[config.mk]
export PLATFORM = sky130hd
export DESIGN_NAME = external_bus_responder
export DESIGN_NICKNAME = d
export VERILOG_FILES = /design/src/rtl/external_bus_responder.sv
export SDC_FILE = /design/constraint.sdc
export NUM_CORES = 1
export LEC_CHECK = 0
export ABC_AREA = 1
export CAP_MARGIN = 20
export CELL_PAD_IN_SITES_DETAIL_PLACEMENT = 0
export CELL_PAD_IN_SITES_GLOBAL_PLACEMENT = 1
export CORE_MARGIN = 2
export CORE_UTILIZATION = 28
export DETAILED_ROUTE_END_ITERATION = 8
export PLACE_DENSITY = 0.83
export SLEW_MARGIN = 20
export SYNTH_ARGS = -nofsm -noshare
export SYNTH_HDL_FRONTEND = slang
export SYNTH_SLANG_ARGS = --single-unit
[constraint.sdc]
create_clock -name clk -period 1.4 [get_ports clk]
set_clock_uncertainty 0.05 [all_clocks]
set_input_delay 0.28 -clock clk [delete_from_list [all_inputs] [get_ports clk]]
set_output_delay 0.28 -clock clk [all_outputs]
set_load 0.02 [all_outputs]
[src/rtl/external_bus_responder.sv]
// Servicing end of the core's external address/data bus: captures each access, runs a single-outstanding
// request/ack memory handshake, and returns read data. Optional timeout abort under RESPONDER_TIMEOUT_EN.
module external_bus_responder #(
  parameter int unsigned TIMEOUT_CYCLES     = 16,
  parameter logic [7:0]  TIMEOUT_READ_VALUE = 8'hEA
) (
  input  logic        clk,
  input  logic        nrst,
  input  logic [7:0]  cpuAddressLow,
  input  logic [7:0]  cpuAddressHigh,
  input  logic [7:0]  cpuDataWrite,
  input  logic        cpuWrite,
  input  logic        cpuRequest,
  output logic        cpuReady,
  output logic [7:0]  cpuDataRead,
  output logic [15:0] memAddress,
  output logic [7:0]  memWriteData,
  output logic        memWrite,
  output logic        memRequest,
  input  logic        memAck,
  input  logic [7:0]  memReadData,
  output logic        busError
);

  typedef enum logic {
    S_IDLE    = 1'b0,
    S_REQUEST = 1'b1
  } state_t;

  state_t      r_state;
  state_t      w_state_next;
  logic        w_capture;
  logic        w_ack_done;
  logic [15:0] r_mem_address;
  logic [7:0]  r_mem_write_data;
  logic        r_mem_write;
  logic [7:0]  r_cpu_data_read;

`ifdef RESPONDER_TIMEOUT_EN
  localparam logic [7:0] TIMEOUT_LAST = 8'(TIMEOUT_CYCLES - 1);
  logic       w_abort;
  logic [7:0] r_count;
  logic       r_bus_error;
`else
  wire w_unused_params = ^{TIMEOUT_READ_VALUE, 8'(TIMEOUT_CYCLES)};
`endif

  always_ff @(posedge clk or negedge nrst) begin
    if (!nrst) begin
      r_state <= S_IDLE;
    end else begin
      r_state <= w_state_next;
    end
  end

  // An ack on the same edge as timeout expiry takes priority over the abort.
  always_comb begin
    w_state_next = r_state;
    w_capture    = 1'b0;
    w_ack_done   = 1'b0;
`ifdef RESPONDER_TIMEOUT_EN
    w_abort      = 1'b0;
`endif
    case (r_state)
      S_IDLE: begin
        if (cpuRequest) begin
          w_capture    = 1'b1;
          w_state_next = S_REQUEST;
        end
      end
      S_REQUEST: begin
        if (memAck) begin
          w_ack_done   = 1'b1;
          w_state_next = S_IDLE;
        end
`ifdef RESPONDER_TIMEOUT_EN
        else if (r_count == TIMEOUT_LAST) begin
          w_abort      = 1'b1;
          w_state_next = S_IDLE;
        end
`endif
      end
      default: w_state_next = S_IDLE;
    endcase
  end

  always_ff @(posedge clk or negedge nrst) begin
    if (!nrst) begin
      r_mem_address    <= 16'h0000;
      r_mem_write_data <= 8'h00;
      r_mem_write      <= 1'b0;
      r_cpu_data_read  <= 8'h00;
    end else begin
      if (w_capture) begin
        r_mem_address    <= {cpuAddressHigh, cpuAddressLow};
        r_mem_write_data <= cpuDataWrite;
        r_mem_write      <= cpuWrite;
      end
      if (w_ack_done && !r_mem_write) begin
        r_cpu_data_read <= memReadData;
      end
`ifdef RESPONDER_TIMEOUT_EN
      if (w_abort && !r_mem_write) begin
        r_cpu_data_read <= TIMEOUT_READ_VALUE;
      end
`endif
    end
  end

`ifdef RESPONDER_TIMEOUT_EN
  // Counter only advances while the access stays pending, so it never wraps.
  always_ff @(posedge clk or negedge nrst) begin
    if (!nrst) begin
      r_count     <= 8'h00;
      r_bus_error <= 1'b0;
    end else begin
      r_bus_error <= w_abort;
      if (w_capture) begin
        r_count <= 8'h00;
      end else if (r_state == S_REQUEST && !w_ack_done && !w_abort) begin
        r_count <= r_count + 8'h01;
      end
    end
  end

  assign busError = r_bus_error;
`else
  assign busError = 1'b0;
`endif

  assign cpuReady     = (r_state == S_IDLE);
  assign memRequest   = (r_state == S_REQUEST);
  assign memAddress   = r_mem_address;
  assign memWriteData = r_mem_write_data;
  assign memWrite     = r_mem_write;
  assign cpuDataRead  = r_cpu_data_read;

endmodule

==> run metrics <==
initial antenna violation count=0; Detailed Routing Iterations Pass 1=4; Synth Instances=149; RSZ-0062 raised after global routing=no; Tcrit/Tclk final=95.0%; Port Buffers=71; root buffer cell=clkbuf_8; commonest non-fill, non-tap cell in the layout=nand2_1; Reg clk slew, reported paths=60 ps; Seq/Total Area, Yosys=60.4%; area leader, netlist=dfrtp_1; max_cap viols=0; Psw=1100 µW; die height=74.9 µm; share of cells above drive strength 1=8.04%; CP required=1070 ps; vias in the first global route=1,210; crit-path cells=clkdlybuf4s15_2; Net Sw Frac=35.3%; Sink Count=34; crit start category=flip-flop; CORE AREA=0.00479 mm²; clock network power share=21.2%; WP data arrival=1000 ps; Tmin final=1330 ps; H-tree Lvls=2; Crit Path Class=reg -> out; Total Routing Usage GR=12.7%; DRC viols=0; P&R area growth vs syn=57.6%; Synth Cell Area=0.00141 mm²; Peak VDD IR=496 µV; Final Slew Violations=0; most frequent cells in the layout=66 x nand2_1, 35 x clkdlybuf4s50_1, 33 x dfrtp_1, 33 x dlygate4sd2_1, 25 x nand3_1; via count=1,265; Setup violations, final=0; Crit Path Max Fanout=3; status=complete, no violations; die area=0.00562 mm²; Power Internal=2010 µW; Starting Density=29.4%; Bufs on Longest Clock Path=2; leakage=0.00114 µW; Bufs and invs on worst path=1; Pwr Total=3110 µW; Worst-Skew Late Latency=270 ps; final net count=261; Hold WC Path Type=in -> async; antenna-violating nets left=0; Die W=74.9 µm; Core Rows=25; GRT overflow=0; Logic pwr share=35.6%; DP Area=0.00217 mm²; synth warn=0; Num CTS Buffers=5; vias per cell=4.35; post-synth top area share=60.4%; Yosys reg bits=34; pwr dens=1400 mW/mm²; CP delay by family, top=flip-flops; Mapped Avg Cell Area=9.46 µm²; Hold Vio Cnt, Final=0; io pins=73; Slowest Stage Delay on Critical Path=450 ps; post-synth cell types=13; CTS tree=done; Worst setup EP type=output pin; DR WL/cell=11.4 µm; pin count of the biggest net entering global routing=28; Initial DRC Count=52; WL final=3.33 mm; Finished Cell Area=0.00222 mm²; global-route wire length before repair=5.42 mm; sequential share of power=43.2%; Mapped Nets=186; ANT cells=0; slowest CP cell=dfrtp_2; highest clock rate=0.752 GHz; DP HPWL=2.45 mm; largest cells by area after synthesis=dfrtp_1 60%, nand2_1 18%, nand3_1 8.9%; global placement routability congestion=0.748
sequential cells by signal, indices dropped and copies added, names as in the netlist:
register	flops
cpuDataRead	8
memWrite	1
memRequest	1
memAddress	16
memWriteData	8
path summary, 6_finish.rpt:
kind | from | to | slack, ps | cells past startpoint
max | memRequest | memRequest | 70 | 1
min | nrst | memWriteData[3] | 410 | 2
max reg2reg | memRequest | memWriteData[0] | 180 | 5
min reg2reg | memAddress[14] | memAddress[14] | 410 | 2
max in group asynchronous | nrst | memRequest | 440 | 3
min in group clk | memAddress[14] | memAddress[14] | 410 | 2
cell usage after synthesis:
cell type  count
nand2_1       66
dfrtp_1       34
nand3_1       25
nand4_1        8
buf_4          5
buf_6          3
buf_2          2
clkinv_1       1
conb_1         1
inv_8          1
nand2_8        1
nand3_2        1
o21ai_0        1
logic make-up (layout without fill, tap and decap cells):
kind of cell / after synthesis / count (layout) / synth area share [%]
AOI/OAI and AO/OA: 1 / 1 / 0.355
buffers and inverters: 12 / 87 / 6.84
DFF: 34 / 34 / 60.4
other: 1 / 1 / 0.266
and+or+nand+nor: 101 / 101 / 32.1
metrics by stage:
| stage | std cells | util (%) | hold slack (ps) | setup slack, ps | setup TNS, ps |
|---|---|---|---|---|---|
| 3_3_place_gp | 283 | 45.4 | 177 | -38.5 | -259 |
| 5_1_grt | 291 | 46.4 | 438 | 20.7 | 0 |
| 3_5_place_dp | 283 | 45.4 | 174 | -55.4 | -740 |
| 2_1_floorplan | 149 | - | -65.6 | 201 | 0 |
| 4_1_cts | 291 | 46.5 | 411 | 18.5 | 0 |
| 6_report | 291 | 46.4 | 412 | 70.6 | 0 |
repair_timing:
| action | 4_1_cts | 5_1_grt |
|---|---|---|
| endpoints found under the hold margin | 15 | 0 |
| gates resized for setup | 40 | 2 |
| setup endpoints to repair | 35 | 2 |
| buffers inserted | 0 | 0 |
| hold buffers | 1 | 0 |
final cells by class:
cell class                      instances  area, µm²
Fill cell                             495       2560
Sequential cell                        34        852
Timing Repair Buffer                   78        732
Multi-Input combinational cell        103        462
Tap cell                               67       83.8
Clock buffer                            7       76.3
Inverter                                2       15.0
power by group through the flow:
stage | clock [µW] | combinational [µW] | sequential [µW]
finish | 658 | 1110 | 1340
global route | 730 | 1220 | 1380
CTS | 694 | 1120 | 1350
detailed placement | 0 | 1290 | 1370
global placement | 0 | 1280 | 1370
floorplan | 0 | 336 | 1650
routing by layer:
layer  vias up  global-route usage, %  share of wire [%]
li1        628                      -                  -
met1       586                   16.4                 44
met2        43                   20.0                 47
met3         8                   4.28                7.3
met4         0                   4.76                1.4
met5         -                      0                  0
No activity file was read; power rests on OpenSTA's default activity.
